## src/rtl/mc_ctrl_pkg.sv

```systemverilog
// mc_ctrl_pkg: shared widths, state encoding, opcode/funct constants and control word for the multi-cycle control FSM
package mc_ctrl_pkg;
    localparam int OP_W = 6;
    localparam int FN_W = 6;
    localparam int ST_W = 4;

    typedef enum logic [ST_W-1:0] {
        S_IDLE   = 4'd0,
        S_FETCH  = 4'd1,
        S_DECODE = 4'd2,
        S_MEMADR = 4'd3,
        S_MEMRD  = 4'd4,
        S_MEMWB  = 4'd5,
        S_MEMWR  = 4'd6,
        S_RTEX   = 4'd7,
        S_RTWB   = 4'd8,
        S_BRANCH = 4'd9,
        S_IMMEX  = 4'd10,
        S_IMMWB  = 4'd11,
        S_JUMP   = 4'd12,
        S_JREG   = 4'd13,
        S_TRAP   = 4'd14,
        S_BAD    = 4'd15
    } state_t;

    localparam logic [OP_W-1:0] OP_R    = 6'b000000;
    localparam logic [OP_W-1:0] OP_J    = 6'b000010;
    localparam logic [OP_W-1:0] OP_BEQ  = 6'b000100;
    localparam logic [OP_W-1:0] OP_ADDI = 6'b001000;
    localparam logic [OP_W-1:0] OP_SUBI = 6'b001001;
    localparam logic [OP_W-1:0] OP_LW   = 6'b100011;
    localparam logic [OP_W-1:0] OP_SW   = 6'b101011;
    localparam logic [FN_W-1:0] FN_JR   = 6'b001000;

    localparam logic [2:0] ALU_ADD  = 3'b000;
    localparam logic [2:0] ALU_SUB  = 3'b001;
    localparam logic [2:0] ALU_ADDI = 3'b010;
    localparam logic [2:0] ALU_SUBI = 3'b011;
    localparam logic [2:0] ALU_RTYP = 3'b100;

    localparam logic [1:0] SRCB_B    = 2'b00;
    localparam logic [1:0] SRCB_4    = 2'b01;
    localparam logic [1:0] SRCB_IMM  = 2'b10;
    localparam logic [1:0] SRCB_IMM2 = 2'b11;

    localparam logic [1:0] PCS_ALU    = 2'b00;
    localparam logic [1:0] PCS_ALUOUT = 2'b01;
    localparam logic [1:0] PCS_JUMP   = 2'b10;
    localparam logic [1:0] PCS_REGA   = 2'b11;

    // Unqualified Moore control word; mem_ready/zero qualification happens in the top
    typedef struct packed {
        logic       iord;
        logic       mem_read;
        logic       mem_write;
        logic       ir_write;
        logic       reg_dst;
        logic       mem_to_reg;
        logic       reg_write;
        logic       alu_src_a;
        logic [1:0] alu_src_b;
        logic [2:0] alu_op;
        logic [1:0] pc_source;
        logic       pc_write;
        logic       pc_write_cond;
        logic       instr_done;
        logic       illegal;
    } ctrl_t;
endpackage

```

## src/rtl/mc_ctrl_if.sv

```systemverilog
// mc_ctrl_if: IR fields, flags and memory handshake in; datapath control word out
//   master: the control FSM (drives controls), slave: the datapath (drives opcode/funct/zero/mem_ready)
interface mc_ctrl_if;
    import mc_ctrl_pkg::*;
    logic [OP_W-1:0] opcode;
    logic [FN_W-1:0] funct;
    logic            zero;
    logic            mem_ready;
    logic            pc_en;
    logic            iord;
    logic            mem_read;
    logic            mem_write;
    logic            ir_write;
    logic            reg_dst;
    logic            mem_to_reg;
    logic            reg_write;
    logic            alu_src_a;
    logic [1:0]      alu_src_b;
    logic [2:0]      alu_op;
    logic [1:0]      pc_source;
    logic            instr_done;
    logic            illegal;
    logic [ST_W-1:0] state;

    modport master (
        input  opcode, funct, zero, mem_ready,
        output pc_en, iord, mem_read, mem_write, ir_write, reg_dst, mem_to_reg, reg_write,
               alu_src_a, alu_src_b, alu_op, pc_source, instr_done, illegal, state
    );
    modport slave (
        output opcode, funct, zero, mem_ready,
        input  pc_en, iord, mem_read, mem_write, ir_write, reg_dst, mem_to_reg, reg_write,
               alu_src_a, alu_src_b, alu_op, pc_source, instr_done, illegal, state
    );
endinterface

```

## src/rtl/mc_ctrl_outdec.sv

```systemverilog
// mc_ctrl_outdec: combinational decode of state (plus opcode for addi/subi) into the raw control word
//   i_state: current FSM state, i_opcode: IR opcode, o_cw: unqualified control word
module mc_ctrl_outdec
    import mc_ctrl_pkg::*;
(
    input  state_t          i_state,
    input  logic [OP_W-1:0] i_opcode,
    output ctrl_t           o_cw
);
    always_comb begin
        o_cw = '0;
        case (i_state)
            S_FETCH: begin
                o_cw.mem_read  = 1'b1;
                o_cw.ir_write  = 1'b1;
                o_cw.pc_write  = 1'b1;
                o_cw.alu_src_b = SRCB_4;
                o_cw.alu_op    = ALU_ADD;
                o_cw.pc_source = PCS_ALU;
            end
            S_DECODE: begin
                o_cw.alu_src_b = SRCB_IMM2;
                o_cw.alu_op    = ALU_ADD;
            end
            S_MEMADR: begin
                o_cw.alu_src_a = 1'b1;
                o_cw.alu_src_b = SRCB_IMM;
                o_cw.alu_op    = ALU_ADD;
            end
            S_MEMRD: begin
                o_cw.mem_read = 1'b1;
                o_cw.iord     = 1'b1;
            end
            S_MEMWB: begin
                o_cw.reg_write  = 1'b1;
                o_cw.mem_to_reg = 1'b1;
                o_cw.instr_done = 1'b1;
            end
            S_MEMWR: begin
                o_cw.mem_write  = 1'b1;
                o_cw.iord       = 1'b1;
                o_cw.instr_done = 1'b1;
            end
            S_RTEX: begin
                o_cw.alu_src_a = 1'b1;
                o_cw.alu_src_b = SRCB_B;
                o_cw.alu_op    = ALU_RTYP;
            end
            S_RTWB: begin
                o_cw.reg_dst    = 1'b1;
                o_cw.reg_write  = 1'b1;
                o_cw.instr_done = 1'b1;
            end
            S_BRANCH: begin
                o_cw.alu_src_a     = 1'b1;
                o_cw.alu_op        = ALU_SUB;
                o_cw.pc_write_cond = 1'b1;
                o_cw.pc_source     = PCS_ALUOUT;
                o_cw.instr_done    = 1'b1;
            end
            S_IMMEX: begin
                o_cw.alu_src_a = 1'b1;
                o_cw.alu_src_b = SRCB_IMM;
                o_cw.alu_op    = (i_opcode == OP_SUBI) ? ALU_SUBI : ALU_ADDI;
            end
            S_IMMWB: begin
                o_cw.reg_write  = 1'b1;
                o_cw.instr_done = 1'b1;
            end
            S_JUMP: begin
                o_cw.pc_write   = 1'b1;
                o_cw.pc_source  = PCS_JUMP;
                o_cw.instr_done = 1'b1;
            end
            S_JREG: begin
                o_cw.pc_write   = 1'b1;
                o_cw.pc_source  = PCS_REGA;
                o_cw.instr_done = 1'b1;
            end
            S_TRAP: begin
                o_cw.illegal    = 1'b1;
                o_cw.instr_done = 1'b1;
            end
            default: ;
        endcase
    end
endmodule

```

## src/rtl/multicycle_control.sv

```systemverilog
// multicycle_control: main control FSM of the multi-cycle CPU, sequencing fetch/decode/execute/writeback
//   clk, rst: clock and synchronous active-high reset
//   bus (master): opcode/funct/zero/mem_ready in; datapath enables, mux selects, alu_op, status out
module multicycle_control
    import mc_ctrl_pkg::*;
(
    input  logic      clk,
    input  logic      rst,
    mc_ctrl_if.master bus
);
    state_t r_state;
    state_t w_next;
    ctrl_t  w_cw;
    logic   w_pc_write;

    mc_ctrl_outdec u_outdec (
        .i_state  (r_state),
        .i_opcode (bus.opcode),
        .o_cw     (w_cw)
    );

    always_ff @(posedge clk) begin
        if (rst) r_state <= S_IDLE;
        else     r_state <= w_next;
    end

    always_comb begin
        w_next = S_IDLE;
        case (r_state)
            S_IDLE:   w_next = S_FETCH;
            S_FETCH:  w_next = bus.mem_ready ? S_DECODE : S_FETCH;
            S_DECODE: w_next = (bus.opcode == OP_LW || bus.opcode == OP_SW) ? S_MEMADR :
                               (bus.opcode == OP_R) ? ((bus.funct == FN_JR) ? S_JREG : S_RTEX) :
                               (bus.opcode == OP_BEQ) ? S_BRANCH :
                               (bus.opcode == OP_ADDI || bus.opcode == OP_SUBI) ? S_IMMEX :
                               (bus.opcode == OP_J) ? S_JUMP : S_TRAP;
            S_MEMADR: w_next = (bus.opcode == OP_LW) ? S_MEMRD : S_MEMWR;
            S_MEMRD:  w_next = bus.mem_ready ? S_MEMWB : S_MEMRD;
            S_MEMWR:  w_next = bus.mem_ready ? S_FETCH : S_MEMWR;
            S_RTEX:   w_next = S_RTWB;
            S_IMMEX:  w_next = S_IMMWB;
            S_MEMWB, S_RTWB, S_BRANCH, S_IMMWB, S_JUMP, S_JREG, S_TRAP: w_next = S_FETCH;
            default:  w_next = S_IDLE;
        endcase
    end

    // FETCH only commits IR/PC on the cycle memory delivers; MEMWR finishes only then too
    assign w_pc_write     = w_cw.pc_write & (r_state != S_FETCH || bus.mem_ready);
    assign bus.pc_en      = w_pc_write | (w_cw.pc_write_cond & bus.zero);
    assign bus.ir_write   = w_cw.ir_write & bus.mem_ready;
    assign bus.instr_done = w_cw.instr_done & (r_state != S_MEMWR || bus.mem_ready);
    assign bus.iord       = w_cw.iord;
    assign bus.mem_read   = w_cw.mem_read;
    assign bus.mem_write  = w_cw.mem_write;
    assign bus.reg_dst    = w_cw.reg_dst;
    assign bus.mem_to_reg = w_cw.mem_to_reg;
    assign bus.reg_write  = w_cw.reg_write;
    assign bus.alu_src_a  = w_cw.alu_src_a;
    assign bus.alu_src_b  = w_cw.alu_src_b;
    assign bus.alu_op     = w_cw.alu_op;
    assign bus.pc_source  = w_cw.pc_source;
    assign bus.illegal    = w_cw.illegal;
    assign bus.state      = r_state;
endmodule

```

## src/flat_wrapper.sv

```systemverilog
// flat-port wrapper written by rule: the top's interface ports become plain ports
module multicycle_control_flat import mc_ctrl_pkg::*;
  (clk, rst, bus_opcode, bus_funct, bus_zero, bus_mem_ready, bus_pc_en, bus_iord, bus_mem_read, bus_mem_write, bus_ir_write, bus_reg_dst, bus_mem_to_reg, bus_reg_write, bus_alu_src_a, bus_alu_src_b, bus_alu_op, bus_pc_source, bus_instr_done, bus_illegal, bus_state);
  mc_ctrl_if bus_i ();
  input  logic clk;
  input  logic rst;
  input wire logic [$bits(bus_i.opcode)-1:0] bus_opcode;
  input wire logic [$bits(bus_i.funct)-1:0] bus_funct;
  input wire logic [$bits(bus_i.zero)-1:0] bus_zero;
  input wire logic [$bits(bus_i.mem_ready)-1:0] bus_mem_ready;
  output wire logic [$bits(bus_i.pc_en)-1:0] bus_pc_en;
  output wire logic [$bits(bus_i.iord)-1:0] bus_iord;
  output wire logic [$bits(bus_i.mem_read)-1:0] bus_mem_read;
  output wire logic [$bits(bus_i.mem_write)-1:0] bus_mem_write;
  output wire logic [$bits(bus_i.ir_write)-1:0] bus_ir_write;
  output wire logic [$bits(bus_i.reg_dst)-1:0] bus_reg_dst;
  output wire logic [$bits(bus_i.mem_to_reg)-1:0] bus_mem_to_reg;
  output wire logic [$bits(bus_i.reg_write)-1:0] bus_reg_write;
  output wire logic [$bits(bus_i.alu_src_a)-1:0] bus_alu_src_a;
  output wire logic [$bits(bus_i.alu_src_b)-1:0] bus_alu_src_b;
  output wire logic [$bits(bus_i.alu_op)-1:0] bus_alu_op;
  output wire logic [$bits(bus_i.pc_source)-1:0] bus_pc_source;
  output wire logic [$bits(bus_i.instr_done)-1:0] bus_instr_done;
  output wire logic [$bits(bus_i.illegal)-1:0] bus_illegal;
  output wire logic [$bits(bus_i.state)-1:0] bus_state;
  assign bus_i.opcode = bus_opcode;
  assign bus_i.funct = bus_funct;
  assign bus_i.zero = bus_zero;
  assign bus_i.mem_ready = bus_mem_ready;
  assign bus_pc_en = bus_i.pc_en;
  assign bus_iord = bus_i.iord;
  assign bus_mem_read = bus_i.mem_read;
  assign bus_mem_write = bus_i.mem_write;
  assign bus_ir_write = bus_i.ir_write;
  assign bus_reg_dst = bus_i.reg_dst;
  assign bus_mem_to_reg = bus_i.mem_to_reg;
  assign bus_reg_write = bus_i.reg_write;
  assign bus_alu_src_a = bus_i.alu_src_a;
  assign bus_alu_src_b = bus_i.alu_src_b;
  assign bus_alu_op = bus_i.alu_op;
  assign bus_pc_source = bus_i.pc_source;
  assign bus_instr_done = bus_i.instr_done;
  assign bus_illegal = bus_i.illegal;
  assign bus_state = bus_i.state;
  multicycle_control u_core (.clk(clk), .rst(rst), .bus(bus_i));
endmodule
```

## config.mk

```make
export PLATFORM = sky130hd
export DESIGN_NAME = multicycle_control_flat
export DESIGN_NICKNAME = d
export VERILOG_FILES = /design/src/rtl/mc_ctrl_pkg.sv /design/src/rtl/mc_ctrl_if.sv /design/src/rtl/mc_ctrl_outdec.sv /design/src/rtl/multicycle_control.sv /design/src/flat_wrapper.sv
export SDC_FILE = /design/constraint.sdc
export NUM_CORES = 1
export LEC_CHECK = 0
export ABC_AREA = 1
export CAP_MARGIN = 20
export CORE_MARGIN = 10
export CORE_UTILIZATION = 34
export DETAILED_ROUTE_END_ITERATION = 6
export GPL_TIMING_DRIVEN = 0
export PLACE_DENSITY = 0.78
export SLEW_MARGIN = 0
export SYNTH_ARGS = -nofsm -noshare
export SYNTH_HDL_FRONTEND = slang
export SYNTH_SLANG_ARGS = --single-unit
```

## constraint.sdc

```tcl
create_clock -name clk -period 1.44 [get_ports clk]
set_input_delay 0.36 -clock clk [delete_from_list [all_inputs] [get_ports clk]]
set_output_delay 0.36 -clock clk [all_outputs]
set_load 0.03 [all_outputs]
```

==> summary.md <==
| Metric | Value |
|---|---|
| Status | finished, violations left |
| Failing checks | setup timing |
| Cell variety after synth | 19 |
| Core ar. | 1520 µm² |
| Routed wire length | 2730 µm |
| Synth Instances | 111 |
| DR WL/cell | 15.0 µm |
| Initial DRT Pass Iterations | 4 |
| Clock Pin Slew Worst Setup and Hold Paths | 30 ps |
| # diodes | 0 |
| Die X | 60.4 µm |
| Antenna-violating nets left | 0 |
| Slew @ Worst Pin | 314 ps |
| Yosys reg bits | 4 |
| Max cap viols | 0 |
| First-pass GRT wire length | 3950 µm |
| Vias per cell | 5.25 |
| Synthesized cell area | 554 µm² |
| RSZ-0062 raised after global routing | yes |
| Yosys top cell area share | 19.0% |
| Critical path peak fanout | 7 |
| VDD IR max | 1.01 mV |
| Filler Cells Inserted | 99 |
| Setup CP Type | reg -> out |
| Vias in the first global route | 911 |
| CTS buffer count | 3 |
| GRT Util Overall | 13.6% |
| Tcrit/Tclk final | 120% |
| Area taken by multi-input logic gates | 583 µm² |
| Nature of the critical path startpoint | flip-flop |
| Design area | 1320 µm² |
| Hold Crit Start | bus_opcode[2] |
| Clock skew | 6.78 ps |
| Period minus WS final | 1730 ps |
| Max reg flops | 4 |
| Critical path required time | 1080 ps |
| Vias | 955 |
| Pwr dens | 1620 nW/µm² |
| Crit Reg-Reg Endpoint | u_core.bus.state[0]$_SDFF_PP0_ |
| Sequential cell area | 95.1 µm² |
| Port-buffer cells | 37 |
| Clock Tree Root | clkbuf_4 |
| Crit path arrival time | 1370 ps |
| Fmax | 579 MHz |
| Worst reg2reg path depth | 9 |
| Nets | 184 |
| Antenna violations before repair | 0 |
| DP Area | 1040 µm² |
| Top Ports | 38 |
| Reg2reg setup slack | 130 ps |
| Pin count of the biggest net entering global routing | 10 |
| Slew margin rel. | 79.1% |
| Syn Area/Cell | 4.99 µm² |
| Detail Placement HPWL | 2000 µm |
| Site Rows | 14 |
| Leak | 0.000642 µW |
| Detailed-route DRC error count | 0 |
| Max-slew violations | 0 |
| Starting Density | 36.4% |
| Htree depth | 1 |
| Hold Path Depth | 4 |
| Num Clock Sinks | 4 |
| Largest area contributor in the netlist | nand2_1 |
| Grt total ovfl | 0 |
| Gp weighted congestion | 0.831 |
| Final Hold Viols | 0 |
| Die Y | 60.4 µm |
| Total power | 2140 µW |
| Die ar. | 3650 µm² |
| Final setup fails | 17 |
| HP Class | in -> reg |
| Share of layout cells above drive strength 1 | 51.8% |
| Yosys warnings | 0 |
| CTS max path bufs | 2 |
| Area delta synth->final | 139% |
| PnR worst setup slack | -287 ps |
| Crit end category | output port |
| Sequential share of the synthesized area | 14.4% |
| Drt first-iter violations | 24 |
| Worst-skew pair later-pin latency | 240 ps |
| Mapped Nets | 127 |
| WHS Endpoint | u_core.bus.state[2]$_SDFF_PP0_ |
| Critical R2R Launch | u_core.bus.state[1]$_SDFF_PP0_ |
| Top cells by area, synth | nand2_1, nor2_1, dfxtp_1 |
| CTS tree | yes |
metal layers:
layer / vias to the layer above / wire, µm / global-route usage [%]
met5: - / 0 / 0
met4: 0 / 60 / 6.09
met3: 8 / 208 / 3.55
met2: 46 / 1480 / 26.9
met1: 442 / 979 / 12.5
li1: 459 / - / -
Yosys cell counts, drive strengths merged:
cell	number
nor3	1
o21a	1
nor2	30
nand3	11
inv	19
nand3b	1
nand4	3
dfxtp	4
and2	1
a21oi	4
buf	1
nand2	29
o21ai	5
or2	1
cell usage in the layout (no fill, tap or decap), types with 4 or more instances in the layout:
master / synthesis / final
nand2_1: 28 / 21
buf_6: 1 / 16
buf_4: 0 / 16
nor2_1: 25 / 13
inv_1: 15 / 11
nor2_4: 0 / 10
nand3_1: 11 / 8
clkdlybuf4s50_1: 0 / 8
dlygate4sd2_1: 0 / 8
nor2_2: 5 / 7
inv_2: 4 / 4
nand2_2: 1 / 4
clkbuf_4: 0 / 4
dfxtp_4: 0 / 4
worst max-delay path, stage by stage, from the launching register on:
cell     delay (ps)
dfxtp_4         390
inv_4            60
nand2_4         130
nor2_4           50
nor2_2          110
nand2_1          70
o21a_4          190
buf_6           130
power by group:
| part | leakage (µW) | switching [µW] | internal [µW] |
|---|---|---|---|
| clock | 0.0000138 | 48.6 | 93.4 |
| combinational | 0.000592 | 1030 | 706 |
| sequential | 0.0000356 | 86.2 | 176 |
how the worst max path moves through the flow:
stage | startpoint | endpoint | slack (ps)
after floorplan | u_core.bus.state[2]$_SDFF_PP0_ | bus_alu_op[0] | -110
after global placement | bus_opcode[5] | bus_alu_op[0] | -1020
after detailed placement | bus_opcode[5] | bus_alu_op[0] | -1110
after CTS | u_core.bus.state[3]$_SDFF_PP0_ | bus_instr_done | -280
after global routing | u_core.bus.state[2]$_SDFF_PP0_ | bus_alu_op[0] | -350
final | u_core.bus.state[0]$_SDFF_PP0_ | bus_instr_done | -290
logic make-up after synthesis:
group / synth area share, %
flops: 14.4
compound gates: 10.2
simple gates: 60.5
buf+inv: 14.9
timing repair:
item | CTS | global route
endpoints found under the setup margin | 22 | 21
endpoints found under the hold margin | 0 | 0
setup buffers | 7 | 8
pin swaps | 4 | 4
resized for setup | 150 | 29
hold buffers | 0 | 0
area by class of cell:
| cell class | instances | share of cell area (%) |
|---|---|---|
| plain buffers | 1 | 1.51 |
| clock buffers | 3 | 1.70 |
| repair buffers | 52 | 37.5 |
| well taps | 16 | 1.51 |
| multi-input cells | 87 | 44.1 |
| flip-flops and latches | 4 | 7.19 |
| inverters | 19 | 6.53 |
metrics by stage:
step           worst slack, ps  setup TNS [ps]  utilization, %  cells  hold slack, ps
6_report                  -287           -2490            86.8    182             678
5_1_grt                   -347           -3340            86.8    182             688
4_1_cts                   -280           -2300            77.7    174             658
3_5_place_dp             -1110           -9670            68.6    164             746
3_3_place_gp             -1020           -9180            68.6    164             736
2_1_floorplan             -112            -480               -    111             419
(Power assumes the default switching activity.)
